===== config.mk =====
export PLATFORM = sky130hd
export DESIGN_NAME = dac_spi_responder_flat
export DESIGN_NICKNAME = d
export VERILOG_FILES = /design/src/rtl/dac_spi_responder_pkg.sv /design/src/rtl/dac_spi_responder_if.sv /design/src/rtl/dac_spi_responder_sync.sv /design/src/rtl/dac_spi_responder.sv /design/src/flat_wrapper.sv
export SDC_FILE = /design/constraint.sdc
export NUM_CORES = 1
export LEC_CHECK = 0
export BUFFER_PORTS_ARGS = -buffer_cell sky130_fd_sc_hd__buf_4
export CORE_UTILIZATION = 40
export DETAILED_ROUTE_END_ITERATION = 10
export PLACE_DENSITY_LB_ADDON = 0.12
export SLEW_MARGIN = 5
export SYNTH_ARGS = -nofsm -noshare
export SYNTH_HDL_FRONTEND = slang
export SYNTH_SLANG_ARGS = --single-unit

===== constraint.sdc =====
create_clock -name CLK_50M -period 3.13 [get_ports CLK_50M]
set_clock_uncertainty 0.15 [all_clocks]
set_input_delay 0.626 -clock CLK_50M [delete_from_list [all_inputs] [get_ports CLK_50M]]
set_output_delay 0.626 -clock CLK_50M [all_outputs]
set_load 0.02 [all_outputs]

===== src/rtl/dac_spi_responder_pkg.sv =====
// Shared definitions for the LTC2624 SPI responder: command codes, frame
// field positions and FSM state encoding.
package dac_spi_pkg;

  localparam int FRAME_BITS = 32;

  localparam logic [3:0] CMD_WRITE         = 4'h0;
  localparam logic [3:0] CMD_UPDATE        = 4'h1;
  localparam logic [3:0] CMD_WRITE_UPD_ALL = 4'h2;
  localparam logic [3:0] CMD_WRITE_UPD     = 4'h3;
  localparam logic [3:0] CMD_POWER_DOWN    = 4'h4;
  localparam logic [3:0] CMD_NOP           = 4'hF;

  localparam logic [3:0] ADDR_ALL = 4'hF;

  localparam int CMD_HI  = 23;
  localparam int CMD_LO  = 20;
  localparam int ADDR_HI = 19;
  localparam int ADDR_LO = 16;
  localparam int DATA_HI = 15;
  localparam int DATA_LO = 4;

  typedef logic [1:0] state_t;
  localparam state_t ST_IDLE   = 2'd0;
  localparam state_t ST_SHIFT  = 2'd1;
  localparam state_t ST_DECODE = 2'd2;

  // One-hot channel select; ADDR_ALL selects every channel.
  function automatic logic [3:0] chan_mask(input logic [3:0] addr);
    logic [3:0] m;
    if (addr == ADDR_ALL) m = 4'hF;
    else                  m = 4'b0001 << addr[1:0];
    return m;
  endfunction

endpackage


===== src/rtl/dac_spi_responder_if.sv =====
// Pin-level bundle of the DAC SPI link. The driver side owns every pin;
// the responder only observes them.
interface dac_spi_responder_if;
  logic DAC_CS;
  logic SPI_SCK;
  logic SPI_MOSI;
  logic DAC_CLR;

  modport master (output DAC_CS, output SPI_SCK, output SPI_MOSI, output DAC_CLR);
  modport slave  (input  DAC_CS, input  SPI_SCK, input  SPI_MOSI, input  DAC_CLR);
endinterface


===== src/rtl/dac_spi_responder_sync.sv =====
// Multi-stage pin synchroniser with rise/fall pulses. The pulses are
// registered from the last two stages so they line up with the cycle in
// which the synchronised level first shows the new value.
module spi_pin_sync #(
  parameter int STAGES = 2
) (
  input  logic clk,
  input  logic rst_n,
  input  logic pin,
  output logic level,
  output logic rise,
  output logic fall
);

  logic [STAGES-1:0] sr;

  // Shift the pin through the chain and flag transitions at the output stage.
  always_ff @(posedge clk or negedge rst_n) begin
    if (!rst_n) begin
      sr   <= '0;
      rise <= 1'b0;
      fall <= 1'b0;
    end else begin
      sr   <= {sr[STAGES-2:0], pin};
      rise <= sr[STAGES-2] & ~sr[STAGES-1];
      fall <= ~sr[STAGES-2] & sr[STAGES-1];
    end
  end

  assign level = sr[STAGES-1];

endmodule


===== src/rtl/dac_spi_responder.sv =====
// Snoops the LTC2624 SPI link, deframes 32-bit command words and keeps a
// shadow copy of the four input and DAC registers plus power-down state.
module dac_spi_responder
  import dac_spi_pkg::*;
#(
  parameter int SYNC_STAGES = 2
) (
  input  logic                  CLK_50M,
  input  logic                  RST_N,
  dac_spi_responder_if.slave    spi,
  output logic [47:0]           vout,
  output logic [3:0]            upd_mask,
  output logic [3:0]            pd_mask,
  output logic [3:0]            last_cmd,
  output logic                  frame_err,
  output logic [15:0]           frame_cnt,
  output state_t                fsm_state
);

  logic cs_rise, cs_fall, sck_rise, mosi_s, clr_s, clr_fall;
  logic unused_cs_lvl, unused_sck_lvl, unused_sck_fall;
  logic unused_mosi_rise, unused_mosi_fall, unused_clr_rise;

  spi_pin_sync #(.STAGES(SYNC_STAGES)) u_cs (
    .clk(CLK_50M), .rst_n(RST_N), .pin(spi.DAC_CS),
    .level(unused_cs_lvl), .rise(cs_rise), .fall(cs_fall));
  spi_pin_sync #(.STAGES(SYNC_STAGES)) u_sck (
    .clk(CLK_50M), .rst_n(RST_N), .pin(spi.SPI_SCK),
    .level(unused_sck_lvl), .rise(sck_rise), .fall(unused_sck_fall));
  spi_pin_sync #(.STAGES(SYNC_STAGES)) u_mosi (
    .clk(CLK_50M), .rst_n(RST_N), .pin(spi.SPI_MOSI),
    .level(mosi_s), .rise(unused_mosi_rise), .fall(unused_mosi_fall));
  spi_pin_sync #(.STAGES(SYNC_STAGES)) u_clr (
    .clk(CLK_50M), .rst_n(RST_N), .pin(spi.DAC_CLR),
    .level(clr_s), .rise(unused_clr_rise), .fall(clr_fall));

  state_t          state;
  logic [5:0]      bit_cnt;
  logic [31:0]     shreg;
  logic [3:0][11:0] in_reg, dac_reg;

  // Frame deframing FSM. A bit shifted in the same cycle as CS rise is
  // kept, because DECODE looks at the shift register one cycle later.
  always_ff @(posedge CLK_50M or negedge RST_N) begin
    if (!RST_N) begin
      state   <= ST_IDLE;
      bit_cnt <= '0;
      shreg   <= '0;
    end else begin
      case (state)
        ST_IDLE: begin
          if (cs_fall) begin
            state   <= ST_SHIFT;
            bit_cnt <= '0;
            shreg   <= '0;
          end
        end
        ST_SHIFT: begin
          if (sck_rise) begin
            shreg <= {shreg[30:0], mosi_s};
            if (bit_cnt != 6'd33) bit_cnt <= bit_cnt + 6'd1;
          end
          if (cs_rise) state <= ST_DECODE;
        end
        ST_DECODE: state <= ST_IDLE;
        default:   state <= ST_IDLE;
      endcase
    end
  end

  logic [3:0]       cmd, addr, ch;
  logic [11:0]      data;
  logic             accept, reject, addr_ok, cmd_ok;
  logic [3:0][11:0] in_nxt, dac_nxt;
  logic [3:0]       pd_nxt, upd_nxt;
  logic             unused_bits;

  assign cmd         = shreg[CMD_HI:CMD_LO];
  assign addr        = shreg[ADDR_HI:ADDR_LO];
  assign data        = shreg[DATA_HI:DATA_LO];
  assign unused_bits = ^{shreg[31:24], shreg[3:0]};
  assign ch          = chan_mask(addr);
  assign addr_ok     = (addr <= 4'd3) || (addr == ADDR_ALL);
  assign cmd_ok      = cmd inside {CMD_WRITE, CMD_UPDATE, CMD_WRITE_UPD_ALL,
                                   CMD_WRITE_UPD, CMD_POWER_DOWN, CMD_NOP};
  assign accept      = (state == ST_DECODE) && (bit_cnt == 6'(FRAME_BITS)) && addr_ok && cmd_ok;
  assign reject      = (state == ST_DECODE) && !accept;

  // Next register image from the decoded command; a held DAC_CLR overrides it.
  always_comb begin
    in_nxt  = in_reg;
    dac_nxt = dac_reg;
    pd_nxt  = pd_mask;
    upd_nxt = 4'h0;
    if (accept) begin
      case (cmd)
        CMD_WRITE: begin
          for (int i = 0; i < 4; i++) if (ch[i]) in_nxt[i] = data;
        end
        CMD_UPDATE: begin
          for (int i = 0; i < 4; i++) if (ch[i]) dac_nxt[i] = in_reg[i];
          upd_nxt = ch;
          pd_nxt  = pd_mask & ~ch;
        end
        CMD_WRITE_UPD_ALL: begin
          for (int i = 0; i < 4; i++) if (ch[i]) in_nxt[i] = data;
          dac_nxt = in_nxt;
          upd_nxt = 4'hF;
          pd_nxt  = 4'h0;
        end
        CMD_WRITE_UPD: begin
          for (int i = 0; i < 4; i++) begin
            if (ch[i]) begin
              in_nxt[i]  = data;
              dac_nxt[i] = data;
            end
          end
          upd_nxt = ch;
          pd_nxt  = pd_mask & ~ch;
        end
        CMD_POWER_DOWN: pd_nxt = pd_mask | ch;
        default: ;
      endcase
    end
    if (!clr_s) begin
      in_nxt  = '0;
      dac_nxt = '0;
      upd_nxt = clr_fall ? 4'hF : 4'h0;
    end
  end

  // Register the shadow image and frame bookkeeping.
  always_ff @(posedge CLK_50M or negedge RST_N) begin
    if (!RST_N) begin
      in_reg    <= '0;
      dac_reg   <= '0;
      pd_mask   <= '0;
      upd_mask  <= '0;
      frame_err <= 1'b0;
      last_cmd  <= '0;
      frame_cnt <= '0;
    end else begin
      in_reg    <= in_nxt;
      dac_reg   <= dac_nxt;
      pd_mask   <= pd_nxt;
      upd_mask  <= upd_nxt;
      frame_err <= reject;
      if (accept) begin
        last_cmd  <= cmd;
        frame_cnt <= frame_cnt + 16'd1;
      end
    end
  end

  assign vout      = dac_reg;
  assign fsm_state = state;

endmodule


===== src/flat_wrapper.sv =====
// flat-port wrapper written by rule: the top's interface ports become plain ports
module dac_spi_responder_flat import dac_spi_pkg::*;
#(
  parameter int SYNC_STAGES = 2
)
  (CLK_50M, RST_N, vout, upd_mask, pd_mask, last_cmd, frame_err, frame_cnt, fsm_state, spi_DAC_CS, spi_SPI_SCK, spi_SPI_MOSI, spi_DAC_CLR);
  dac_spi_responder_if spi_i ();
  input  logic CLK_50M;
  input  logic RST_N;
  output logic [47:0] vout;
  output logic [3:0] upd_mask;
  output logic [3:0] pd_mask;
  output logic [3:0] last_cmd;
  output logic frame_err;
  output logic [15:0] frame_cnt;
  output state_t fsm_state;
  input wire logic [$bits(spi_i.DAC_CS)-1:0] spi_DAC_CS;
  input wire logic [$bits(spi_i.SPI_SCK)-1:0] spi_SPI_SCK;
  input wire logic [$bits(spi_i.SPI_MOSI)-1:0] spi_SPI_MOSI;
  input wire logic [$bits(spi_i.DAC_CLR)-1:0] spi_DAC_CLR;
  assign spi_i.DAC_CS = spi_DAC_CS;
  assign spi_i.SPI_SCK = spi_SPI_SCK;
  assign spi_i.SPI_MOSI = spi_SPI_MOSI;
  assign spi_i.DAC_CLR = spi_DAC_CLR;
  dac_spi_responder #(.SYNC_STAGES(SYNC_STAGES)) u_core (.CLK_50M(CLK_50M), .RST_N(RST_N), .spi(spi_i), .vout(vout), .upd_mask(upd_mask), .pd_mask(pd_mask), .last_cmd(last_cmd), .frame_err(frame_err), .frame_cnt(frame_cnt), .fsm_state(fsm_state));
endmodule

---- Word level (Yosys, flattened, before mapping) ----
Cells that the tools add are included.
word-level totals
  input bits .............................. 6
  register bits after elaboration ......... 169
operators by class
  add/sub/neg operators ................... 2
  bitwise operators ....................... 11
  multiplexer cells ....................... 34
  shift-type cells ........................ 1
  eq/ne operators ......................... 25
  reductions and logical operators ........ 22
  $lt $le $gt $ge ......................... 1
operator list
  operator                                       number
  2-to-1 mux 48 bit                              5
  2-to-1 mux 12 bit                              12
  case mux 48 bit (3 select lines)               1
  2-to-1 mux 24 bit                              2
  case mux 24 bit (2 select lines)               1
  != test 3 x 2 -> 1 bit, second input constant  8
  AND reduction 4 bit                            5
  2-to-1 mux 6 bit                               3
  adder 16 x 1 -> 16 bit, second input constant  1
  2-to-1 mux 4 bit                               4
  case mux 4 bit (3 select lines)                1
  case mux 6 bit (2 select lines)                1
  == test 4 x 2 -> 1 bit, second input constant  2
  == test 4 bit, second input constant           2
  != test 2 bit, second input constant           4
  case mux 4 bit (2 select lines)                1
  adder 6 x 1 -> 6 bit, second input constant    1
  == test 6 bit, second input constant           1
  != test 6 bit, second input constant           1
  AND reduction 2 bit                            3
  nonzero test 6 bit                             1
  AND 1 bit                                      4
  AND 4 bit                                      1
  == test 4 x 1 -> 1 bit, second input constant  1
  other kinds (22)                               30

---- Depth between registers and ports, before layout ----
  depth after elaboration ................. 6
  mapped depth ............................ 9

---- Modules after synthesis ----
A second synthesis with hierarchy kept.
unflattened totals
  cells, all modules ...................... 753
  area total of the unflattened synthesis .. 8548.2 um2
modules (own cells, without submodules)
  module             sequential area each (um2)  cells each  area each (um2)  instances
  dac_spi_responder  3928.8                      729         8087.8           1
  spi_pin_sync       100.1                       6           115.1            4

---- Worst setup path before layout ----
Ideal clock, no wire load.
  path kind ............................... reg2reg
  from .................................... register u_core.state[1] (netlist: u_core.fsm_state[1])
  to ...................................... register u_core.pd_mask[3]
  stages on the path, launching flop included .. 9
  arrival ................................. 2075 ps
  clock period less this slack ............ 2344 ps
  path slack .............................. 786 ps
  library setup time ...................... 119 ps
  cells stage by stage .................... dfrtp_1 buf_2 and3b_1 clkbuf_1 o211ai_4 or4_1 buf_2 buf_6 and2_1
between the ends
  word-level cells in the longest chain between the ends .. 5
ends and longest elaborated chain
  element                               line                      text
  start: declaration                    dac_spi_responder.sv:37   state_t state;
  start signal: assignment              dac_spi_responder.sv:46   state <= ST_IDLE;
  start signal: assignment              dac_spi_responder.sv:53   state <= ST_SHIFT;
  start signal: assignment              dac_spi_responder.sv:63   if (cs_rise) state <= ST_DECODE;
  == test 2 bit                         dac_spi_responder.sv:86   assign accept = (state == ST_DECODE) && (bit_cnt == 6'(FRAME_BITS)) && addr_ok && cmd_ok;
  logical AND 1 bit (3 in series)       dac_spi_responder.sv:86
  AND reduction 2 bit (no source line)  n/a
  end signal: assignment                dac_spi_responder.sv:145  pd_mask <= pd_nxt;
  end: declaration                      dac_spi_responder.sv:13   output logic [3:0] pd_mask,
No other way between the ends.
A chain may end at the register's enable or synchronous reset.

---- Worst setup path in the final report ----
  from .................................... register u_core.bit_cnt[0]
  to ...................................... register u_core.pd_mask[3]
between the ends
  word-level cells in the longest chain between the ends .. 5
ends and longest elaborated chain
  element                               line                     text
  start: declaration                    dac_spi_responder.sv:38  logic [5:0] bit_cnt;
  start signal: assignment              dac_spi_responder.sv:61  if (bit_cnt != 6'd33) bit_cnt <= bit_cnt + 6'd1;
  == test 6 bit                         dac_spi_responder.sv:86
  logical AND 1 bit (3 in series)       dac_spi_responder.sv:86
  AND reduction 2 bit (no source line)  n/a
No other way between the ends.

==> metrics.txt <==
input/output buffers=84; initial antenna violation count=0; cell-by-cell listing of the critical path=inv_1 > ha_1 > and3b_1 > o211ai_4 > or4_1 > and2_1; number of global-route vias before repair=6184; starting density of the core=0.409; setup TNS after final layout=0 ns; ratio of cells with drive above 1 in the final layout=0.194; Ports=85; number of buffers between clock root and the deepest sink=2; Avg Vias per Cell=5.68; count of flip-flops with a built-in enable after synthesis=0; post-synthesis area per instance=10.3 sq um; number of placed cells counting well taps=1079; number of distinct standard cells referenced by the synthesized netlist=53; number of buffers created by CTS=17; largest area contributor in the netlist=sky130_fd_sc_hd__dfrtp_1; min-delay worst type=in -> async; Critical Path Max Stage Delay=0.88 ns; setup violation total in the final timing report=0; Pwr Density=498 mW/mm^2; total clock sinks=169; highest achievable clock rate=0.377 GHz; wire length of the first global-routing pass=35400 um; data required time at the worst endpoint=3.29 ns; post-cts sizing count=0; most common flop cell mapped by yosys=sky130_fd_sc_hd__dfrtp_1; Iter 0 DRT Violations=576; number of pins with negative max-slew slack in the final report=0; fraction of synthesized cell area taken by the top area cell type=0.532; Die Span Y=143 um; shortest clock period the worst path allows after layout=2.65 ns; CTS Root Cell=sky130_fd_sc_hd__clkbuf_16; cell internal power dissipation=3640 uW; post-synth design cell area=0.00795 sq mm; arrival time at the worst endpoint=2.81 ns; Chip Width=143 um; row cnt=51; highest net fanout along the worst path=17; total of fill cells in the finished design=1773; syn nets=781; leakage power of the design=0.00442 uW; Area contributors post-synth=sky130_fd_sc_hd__dfrtp_1, sky130_fd_sc_hd__mux2i_1, sky130_fd_sc_hd__nand2_1; largest voltage drop on the vdd net=365 uV; FFs w/ async S/R, synth=1.00; share of power burned in registers=0.477; Net Sw Power=1100 uW; pin count of the biggest net entering global routing=69; routed via count=6308; # H-tree levels=4; Worst Path Class, Setup=reg -> reg; WL per Instance=19.9 um; sequential area share after synthesis=0.532; cells after synthesis=771; RSZ-0062 raised after global routing=no; floorplan core area=0.0195 sq mm; Area Growth Syn to Fin=19.6%; final antenna-violating net count=0; # Max-Cap Violations=0; outcome=complete, no violations; # diodes=0; Skew-Pair Late Insertion Delay=0.43 ns; portion of the clock cycle consumed by the worst path in the final layout=0.848; number of design rule violations left after detail routing=0; category of cells accounting for the largest share of critical-path delay=simple AND/OR/NAND/NOR gates; Detail Placement HPWL=14500 um; pre-CTS setup slack=0.484 ns; residual overflow from global routing=0; number of setup buffers added after CTS=0; type of origin of the critical path=register; net total in the final layout=843; Comb pwr share=0.054; Buf/Inv on CP=1; slew at the pin closest to its max-slew limit=1.12 ns; most used standard cells in the synthesized netlist=sky130_fd_sc_hd__dfrtp_1, sky130_fd_sc_hd__nand2_1, sky130_fd_sc_hd__mux2i_1, sky130_fd_sc_hd__clkbuf_1, sky130_fd_sc_hd__o21ai_0; total chip power=4740 uW; clock-pin slew reported for the worst setup and hold paths after clock tree synthesis=0.06 ns; number of failing hold endpoints at the final stage=0; power share of the clock group=0.469; Worst setup EP type=register; CTS Hold Buffers Added=0; min setup slack post-route=0.477 ns; clock tree from TritonCTS=done; standard cell with the maximum stage delay on the critical path=sky130_fd_sc_hd__or4_1; DR pass1 iterations=6; Overall Global Routing Usage=0.230; sum of routed wire length over all layers=22100 um; proportion of total power due to net switching=0.231; final standard cell count with taps included and fillers excluded=1110; total die area=0.0205 sq mm; Yosys reg bits=169; worst slew margin relative to its limit=0.251; GP Congestion=0.822; most frequent cell after synthesis=sky130_fd_sc_hd__dfrtp_1; number of synthesis warnings=0
-- power groups by stage --
stage,combinational [uW],clock (uW),sequential (uW)
final,257,2220,2260
after detailed placement,261,0,2300
after CTS,260,2270,2260
after global routing,288,2360,2270
after global placement,255,0,2300
after floorplan,135,0,2290
-- kinds of logic (layout without fill, tap and decap cells) --
group,count (synthesis),in the layout,share of synthesized area
xor gates and xnor gates,17,17,0.0187
and+or+nand+nor,248,248,0.152
AOI/OAI and AO/OA,175,175,0.150
buffers and inverters,79,153,0.0404
adders and majority gates,4,4,0.00629
muxes,79,79,0.100
DFF,169,169,0.532
-- through the flow --
step	hold slack [ns]	instance area, sq um	util
finish	0.0628	9510	0.489
global route	0.118	9510	0.489
CTS	0.0902	9510	0.489
detailed placement	0.185	8900	0.457
global placement	0.186	8900	0.457
floorplan	0.180	7950	-
-- layout make-up --
class | count | area (sq um) | share of cell area
timing repair buffer | 114 | 897 | 0.0943
inverter | 8 | 30.0 | 0.00316
clock inverter | 11 | 170 | 0.0179
clock buffer | 20 | 447 | 0.0469
sequential | 169 | 4230 | 0.445
tap | 265 | 332 | 0.0349
multi-input combinational | 523 | 3410 | 0.358
-- path summary, 6_finish.rpt --
path                                          start                    to  slack [ns]  cells past startpoint
worst max-delay path              u_core.bit_cnt[0]     u_core.pd_mask[3]        0.48                      6
worst min register to register  u_core.u_mosi.sr[0]   u_core.u_mosi.sr[1]        0.20                      0
min in group CLK_50M                    spi_DAC_CLR    u_core.u_clr.sr[0]        0.15                      1
worst max register to register    u_core.bit_cnt[0]     u_core.pd_mask[3]        0.48                      6
worst min-delay path                          RST_N  u_core.frame_cnt[15]        0.06                      1
max in group asynchronous                     RST_N     u_core.in_reg[30]        2.06                      2
-- worst register-to-register path: stages (launching register included) --
cell	delay, ns
sky130_fd_sc_hd__dfrtp_1	0.41
sky130_fd_sc_hd__inv_1	0.11
sky130_fd_sc_hd__ha_1	0.14
sky130_fd_sc_hd__and3b_1	0.31
sky130_fd_sc_hd__o211ai_4	0.25
sky130_fd_sc_hd__or4_1	0.89
sky130_fd_sc_hd__and2_1	0.28
-- cells in the final DEF (no fill, tap or decap), types with 4 or more instances in the layout --
| cell type | instances |
|---|---|
| sky130_fd_sc_hd__inv_1 | 8 |
| sky130_fd_sc_hd__o21ai_0 | 46 |
| sky130_fd_sc_hd__nor4_2 | 4 |
| sky130_fd_sc_hd__dfrtp_1 | 168 |
| sky130_fd_sc_hd__and3_1 | 18 |
| sky130_fd_sc_hd__a21oi_1 | 17 |
| sky130_fd_sc_hd__a41o_1 | 4 |
| sky130_fd_sc_hd__clkbuf_16 | 17 |
| sky130_fd_sc_hd__a211oi_1 | 24 |
| sky130_fd_sc_hd__nand2_1 | 131 |
| sky130_fd_sc_hd__xor2_1 | 15 |
| sky130_fd_sc_hd__nor2_1 | 11 |
| sky130_fd_sc_hd__nor3b_1 | 4 |
| sky130_fd_sc_hd__bufinv_16 | 4 |
| sky130_fd_sc_hd__nor3_1 | 13 |
| sky130_fd_sc_hd__buf_4 | 110 |
| sky130_fd_sc_hd__and2_1 | 4 |
| sky130_fd_sc_hd__nand4_1 | 8 |
| sky130_fd_sc_hd__a31oi_1 | 26 |
| sky130_fd_sc_hd__mux2i_1 | 73 |
| sky130_fd_sc_hd__nand3_1 | 31 |
| sky130_fd_sc_hd__a2111oi_0 | 12 |
| sky130_fd_sc_hd__mux2_2 | 6 |
| sky130_fd_sc_hd__a21boi_0 | 14 |
| sky130_fd_sc_hd__a311oi_1 | 13 |
| sky130_fd_sc_hd__ha_1 | 4 |
| sky130_fd_sc_hd__nor2b_1 | 6 |
-- per-layer routing --
layer / routed length [um] / up-vias / global-route usage
li1: - / 2898 / -
met1: 10400 / 3168 / 0.326
met2: 9960 / 215 / 0.342
met3: 1390 / 27 / 0.0580
met4: 372 / 0 / 0.0753
met5: 0 / - / 0
Power figures use the tool's default switching activity.
